`config.mk`:
```
export PLATFORM = sky130hd
export DESIGN_NAME = inst_queue
export DESIGN_NICKNAME = d
export VERILOG_FILES = /design/src/rtl/inst_queue_pkg.sv /design/src/rtl/inst_queue_ram.sv /design/src/rtl/inst_queue.sv
export SDC_FILE = /design/constraint.sdc
export NUM_CORES = 2
export LEC_CHECK = 0
export BUFFER_PORTS_ARGS = -buffer_cell sky130_fd_sc_hd__buf_2
export CAP_MARGIN = 10
export CORE_ASPECT_RATIO = 0.7
export CORE_MARGIN = 2
export CORE_UTILIZATION = 55
export CTS_CLUSTER_DIAMETER = 40
export DETAILED_ROUTE_END_ITERATION = 7
export GPL_TIMING_DRIVEN = 0
export PLACE_DENSITY_LB_ADDON = 0.08
export SLEW_MARGIN = 20
export SYNTH_ARGS = -nofsm -noshare
export SYNTH_HDL_FRONTEND = slang
export SYNTH_SLANG_ARGS = --single-unit
```
`constraint.sdc`:
```
create_clock -name clk -period 22.9 [get_ports clk]
set_input_delay 2.29 -clock clk [delete_from_list [all_inputs] [get_ports clk]]
set_output_delay 2.29 -clock clk [all_outputs]
set_load 0.01 [all_outputs]
```
`src/rtl/inst_queue_pkg.sv`:
```
// Shared types and constants for the dual-issue instruction queue.
package inst_queue_pkg;

    localparam int unsigned IQ_DEPTH = 16;
    localparam int unsigned POP_MAX  = 2;

    typedef struct packed {
        logic [31:0] pc;
        logic [31:0] instr;
        logic        branch;
    } iq_entry_t;

endpackage

```
`src/rtl/inst_queue_ram.sv`:
```
// Entry storage: two writes at consecutive addresses, two combinational
// reads at consecutive addresses. Contents are not reset.
module inst_queue_ram
    import inst_queue_pkg::*;
#(
    parameter int unsigned DEPTH  = IQ_DEPTH,
    parameter int unsigned ADDR_W = 4
) (
    input  logic              clk,
    input  logic              wr0_en,
    input  logic              wr1_en,
    input  logic [ADDR_W-1:0] wr_addr,
    input  iq_entry_t         wr0_data,
    input  iq_entry_t         wr1_data,
    input  logic [ADDR_W-1:0] rd_addr,
    output iq_entry_t         rd0_data,
    output iq_entry_t         rd1_data
);

    iq_entry_t         mem [DEPTH];
    logic [ADDR_W-1:0] wr_addr_nxt;
    logic [ADDR_W-1:0] rd_addr_nxt;

    // Second port addresses are the first plus one, wrapping naturally.
    always_comb begin
        wr_addr_nxt = wr_addr + ADDR_W'(1);
        rd_addr_nxt = rd_addr + ADDR_W'(1);
    end

    // Registered writes, older slot at wr_addr.
    always_ff @(posedge clk) begin
        if (wr0_en)
            mem[wr_addr] <= wr0_data;
        if (wr1_en)
            mem[wr_addr_nxt] <= wr1_data;
    end

    // Combinational reads of the two oldest locations.
    always_comb begin
        rd0_data = mem[rd_addr];
        rd1_data = mem[rd_addr_nxt];
    end

endmodule

```
`src/rtl/inst_queue.sv`:
```
// Dual-issue instruction queue between fetch and decode with
// branch-delay-slot tracking and synchronous flush.
module inst_queue
    import inst_queue_pkg::*;
#(
    parameter int unsigned DEPTH  = IQ_DEPTH,
    parameter int unsigned ADDR_W = 4
) (
    input  logic              clk,
    input  logic              rst,
    input  logic              flush,
    input  logic              push_first_valid,
    input  logic [31:0]       push_first_pc,
    input  logic [31:0]       push_first_instr,
    input  logic              push_first_branch,
    input  logic              push_second_valid,
    input  logic [31:0]       push_second_pc,
    input  logic [31:0]       push_second_instr,
    input  logic              push_second_branch,
    input  logic [1:0]        pop_count,
    output logic              full,
    output logic              head_first_valid,
    output logic [31:0]       head_first_pc,
    output logic [31:0]       head_first_instr,
    output logic              head_first_branch,
    output logic              head_first_in_delayslot,
    output logic              head_second_valid,
    output logic [31:0]       head_second_pc,
    output logic [31:0]       head_second_instr,
    output logic              head_second_branch,
    output logic              head_second_in_delayslot,
    output logic [ADDR_W:0]   count
);

    localparam int unsigned CW = ADDR_W + 1;

    logic [ADDR_W-1:0] rd_ptr;
    logic [ADDR_W-1:0] wr_ptr;
    logic [CW-1:0]     count_q;
    logic              last_pop_branch;

    iq_entry_t         wr0_data;
    iq_entry_t         wr1_data;
    iq_entry_t         rd0_data;
    iq_entry_t         rd1_data;
    logic              wr0_en;
    logic              wr1_en;
    logic [1:0]        push_num;
    logic [1:0]        pop_req;
    logic [1:0]        pop_num;
    logic              push_ok;
    logic              head0_v;
    logic              head1_v;

    inst_queue_ram #(
        .DEPTH  (DEPTH),
        .ADDR_W (ADDR_W)
    ) u_ram (
        .clk      (clk),
        .wr0_en   (wr0_en),
        .wr1_en   (wr1_en),
        .wr_addr  (wr_ptr),
        .wr0_data (wr0_data),
        .wr1_data (wr1_data),
        .rd_addr  (rd_ptr),
        .rd0_data (rd0_data),
        .rd1_data (rd1_data)
    );

    // Occupancy flags from the registered count.
    always_comb begin
        head0_v = (count_q != '0);
        head1_v = (count_q > CW'(1));
        full    = (count_q > CW'(DEPTH - 2));
        count   = count_q;
    end

    // Compact valid push slots in age order so a lone second slot lands at wr_ptr.
    always_comb begin
        wr0_data = '{pc: push_first_pc,  instr: push_first_instr,  branch: push_first_branch};
        wr1_data = '{pc: push_second_pc, instr: push_second_instr, branch: push_second_branch};
        if (!push_first_valid)
            wr0_data = wr1_data;
        push_num = 2'(push_first_valid) + 2'(push_second_valid);
        push_ok  = (push_num != 2'd0) && !full && !flush;
        wr0_en   = push_ok;
        wr1_en   = push_ok && (push_num == 2'd2);
    end

    // Clamp the requested pop to POP_MAX and to what is actually present.
    always_comb begin
        pop_req = (pop_count > 2'(POP_MAX)) ? 2'(POP_MAX) : pop_count;
        pop_num = (CW'(pop_req) > count_q) ? count_q[1:0] : pop_req;
    end

    // Pointer, count and delay-slot state; flush outranks push and pop.
    always_ff @(posedge clk or posedge rst) begin
        if (rst) begin
            rd_ptr          <= '0;
            wr_ptr          <= '0;
            count_q         <= '0;
            last_pop_branch <= 1'b0;
        end else if (flush) begin
            rd_ptr          <= '0;
            wr_ptr          <= '0;
            count_q         <= '0;
            last_pop_branch <= 1'b0;
        end else begin
            rd_ptr  <= rd_ptr + ADDR_W'(pop_num);
            if (push_ok)
                wr_ptr <= wr_ptr + ADDR_W'(push_num);
            count_q <= count_q + CW'(push_ok ? push_num : 2'd0) - CW'(pop_num);
            if (pop_num == 2'd1)
                last_pop_branch <= rd0_data.branch;
            else if (pop_num == 2'd2)
                last_pop_branch <= rd1_data.branch;
        end
    end

    // Head outputs, zeroed when the slot is empty.
    always_comb begin
        head_first_valid         = head0_v;
        head_first_pc            = head0_v ? rd0_data.pc    : '0;
        head_first_instr         = head0_v ? rd0_data.instr : '0;
        head_first_branch        = head0_v & rd0_data.branch;
        head_first_in_delayslot  = head0_v & last_pop_branch;
        head_second_valid        = head1_v;
        head_second_pc           = head1_v ? rd1_data.pc    : '0;
        head_second_instr        = head1_v ? rd1_data.instr : '0;
        head_second_branch       = head1_v & rd1_data.branch;
        head_second_in_delayslot = head1_v & head_first_branch;
    end

    // Fetch must respect full; such a push is dropped.
    always_ff @(posedge clk) begin
        if (!rst && !flush)
            assert (!(full && (push_first_valid || push_second_valid)))
            else $warning("inst_queue: push while full dropped");
    end

endmodule

```
==> impl_metrics.py <==
metrics = {
    "drt": {
        "drc_errors": 0,
        "wl_per_cell_um": 34.3,
        "final_antenna_net_count": 0,
        "vias": 49100,
        "drtIter0Drc": 9298,
        "vias_per_cell": 7.18,
        "wirelength_um": 235000,
        "first_pass_iters": 8,
    },
    "global_route": {
        "antenna_found_initial": 13,
        "grt_pass1_wl_um": 332000,
        "track_usage_pct": 41.4,
        "gr-total-overflow": 0,
        "grt_max_degree": 26,
        "grt_pass1_vias": 46000,
    },
    "timing": {
        "rsz0062_at_grt": "false",
        "slew_headroom_pct": 11.0,
        "min_period_ns": 7.45,
        "slew_viol_final": 0,
        "skew_ns": 0.0411,
        "tightest_slew_ns": 1.33,
        "tns_ns": 0,
        "finalSetupViolations": 0,
        "finalHoldViolations": 0,
        "whs_ns": 0.656,
        "max_freq_mhz": 134,
        "min_period_over_period_pct": 32.5,
    },
    "critical_path": {
        "required_ns": 23.36,
        "arrival_ns": 7.90,
        "r2r-start": "count[4]$_DFF_PP0_",
        "end_kind": "flop",
        "path_class": "input port to flop",
        "regToRegEndpoint": "u_ram.mem[4][52]$_DFFE_PP_",
        "critPathLaunchType": "input port",
        "ff2ff_setup_slack_ns": 18.09,
        "crit_fanout": 17,
        "rr_worst_depth": 11,
    },
    "clocking": {
        "cts_tree": "yes",
        "clockRootBuffer": "clkbuf_16",
        "post_cts_resized": 0,
        "clock_latency_ns": 0.79,
        "ctsHtreeMaxLevel": 4,
        "cts_buffers": 137,
        "cts_max_path_buffers": 3,
        "path_clk_slew_ns": 0.06,
        "clock-sinks": 1054,
        "postCtsSetupRepairBufs": 0,
        "hold_buffers": 0,
    },
    "place": {
        "port_buffers": 211,
        "numPlacedInstances": 6595,
        "place.gp.congestion": 0.948,
        "place_hpwl_um": 170000,
    },
    "logic_synthesis": {
        "yosys_warnings": 0,
        "synth-main-ff-cell": "edfxtp_1",
        "synth_cell_types": 40,
        "async_flop_share_pct": 1.33,
        "ys_seq_area_share_pct": 52.1,
        "ys_ff_latch": 1054,
        "syn-num-nets": 5042,
        "syn_inst": 4882,
        "avgSynthCellArea_sq_um": 12.4,
        "synth_area_sq_um": 60600,
        "synth-edff-count": 1040,
    },
    "floorplanning": {
        "io-pin-count": 277,
        "initial_core_util_pct": 55.7,
        "die_y_um": 282,
        "die_area_sq_um": 113000,
        "core_area_sq_um": 109000,
        "num_rows": 101,
        "die_width_um": 401,
    },
    "hold_path": {
        "hold_start": "wr_ptr[2]$_DFFE_PP0P_",
        "min_path_cells": 2,
        "hp-class": "flop to flop",
        "min_to": "wr_ptr[2]$_DFFE_PP0P_",
    },
    "cells_and_area": {
        "fin_cells": 6848,
        "final_common_cell": "nor2_1",
        "drive_gt1_share_pct": 22.7,
        "nets": 5452,
        "final_util_pct": 63.8,
        "layout_common_cells": "1054 x nor2_1, 1047 x a21oi_1, 1040 x edfxtp_1",
        "area_growth_pct": 14.7,
    },
    "power_and_ir_drop": {
        "cellLeakagePower_uw": 0.0233,
        "power.density_nw_per_um2": 113,
        "ir_drop_uv": 99.9,
    },
    "outcome": {
        "status": "complete, no violations",
    },
    "flow_run": {
        "maxCapViolations": 0,
    },
}
[per-stage QoR]
stage | cell area (sq um) | worst slack (ns) | power [uW]
after floorplan | 60600 | 13.56 | 4440
after global placement | 63400 | 5.40 | 5580
after detailed placement | 65000 | 14.98 | 5630
after CTS | 69400 | 15.60 | 7730
after global routing | 69400 | 15.50 | 8010
final | 69400 | 15.45 | 7840
[cell type report]
| cell class | instances | area, sq um |
|---|---|---|
| fill | 8315 | 39400 |
| tap | 1442 | 1800 |
| inverter | 25 | 93.8 |
| antenna | 12 | 30.0 |
| clock buffer | 158 | 3590 |
| multi-input combinational | 3193 | 26600 |
| buffer | 610 | 2490 |
| clock inverter | 83 | 790 |
| sequential | 1054 | 31600 |
| timing repair buffer | 271 | 2490 |
[synthesized netlist by cell type (all sizes together), types with 20 or more instances]
cell type  number  area, sq um
inv            25         93.8
nor2b          70          438
mux2i         132         1320
edfxtp       1040        31200
and2           67          419
nand2          22         82.6
a21oi        1047         5240
nor2         1066         4000
a211oi        129          973
buf           187          882
ha             20          250
mux4          586        13200
clkbuf        423         1590
[routing by layer]
metal | part of all wire, % | routed length [um] | track usage [%]
met1 | 36 | 85200 | 58.6
met5 | 0.084 | 198 | 0.292
met3 | 19 | 43600 | 17.8
met2 | 40 | 93700 | 55.2
met4 | 5.0 | 11800 | 19.2
[worst max-delay path by stage]
| stage | start | to | slack [ns] |
|---|---|---|---|
| 5_1_grt | push_first_valid | u_ram.mem[4][51]$_DFFE_PP_ | 15.50 |
| 3_3_place_gp | push_first_valid | u_ram.mem[4][40]$_DFFE_PP_ | 5.40 |
| 3_5_place_dp | push_first_valid | u_ram.mem[4][52]$_DFFE_PP_ | 14.98 |
| 6_report | push_first_valid | u_ram.mem[4][52]$_DFFE_PP_ | 15.45 |
| 4_1_cts | rd_ptr[2]$_DFF_PP0_ | head_second_pc[4] | 15.60 |
| 2_1_floorplan | push_first_valid | u_ram.mem[0][0]$_DFFE_PP_ | 13.56 |
[power by group]
group / total [uW] / internal (uW) / leakage, uW / switching (uW)
Combinational: 3450 / 1470 / 0.0117 / 1980
Sequential: 2240 / 2210 / 0.00957 / 36.6
Clock: 2150 / 1250 / 0.00210 / 894
Total: 7840 / 4930 / 0.0233 / 2910
[critical path, stage by stage]
cell and delay (ns):
buf_2 0.16, clkbuf_1 0.29, clkbuf_2 0.69, buf_2 0.42
inv_1 0.26, ha_1 0.32, or3_1 0.45, a2111oi_4 0.46
nand2_1 0.38, clkbuf_1 0.62, clkbuf_1 0.62, o21ai_4 0.44
buf_16 0.25, buf_16 0.19
[state kept, by name (all words and copies together), names as in the netlist]
| register | cells |
|---|---|
| count | 5 |
| last_pop_branch | 1 |
| rd_ptr | 4 |
| u_ram.mem | 1040 |
| wr_ptr | 4 |
[kinds of logic after synthesis]
family	Yosys count	share of synthesized area (%)
compound gates	1195	10.6
xor+xnor	10	0.145
fa+ha+maj	23	0.512
buf+inv	635	4.23
flops	1054	52.1
mux	719	24.0
simple gates	1246	8.37
No activity file was read; power rests on OpenSTA's default activity.
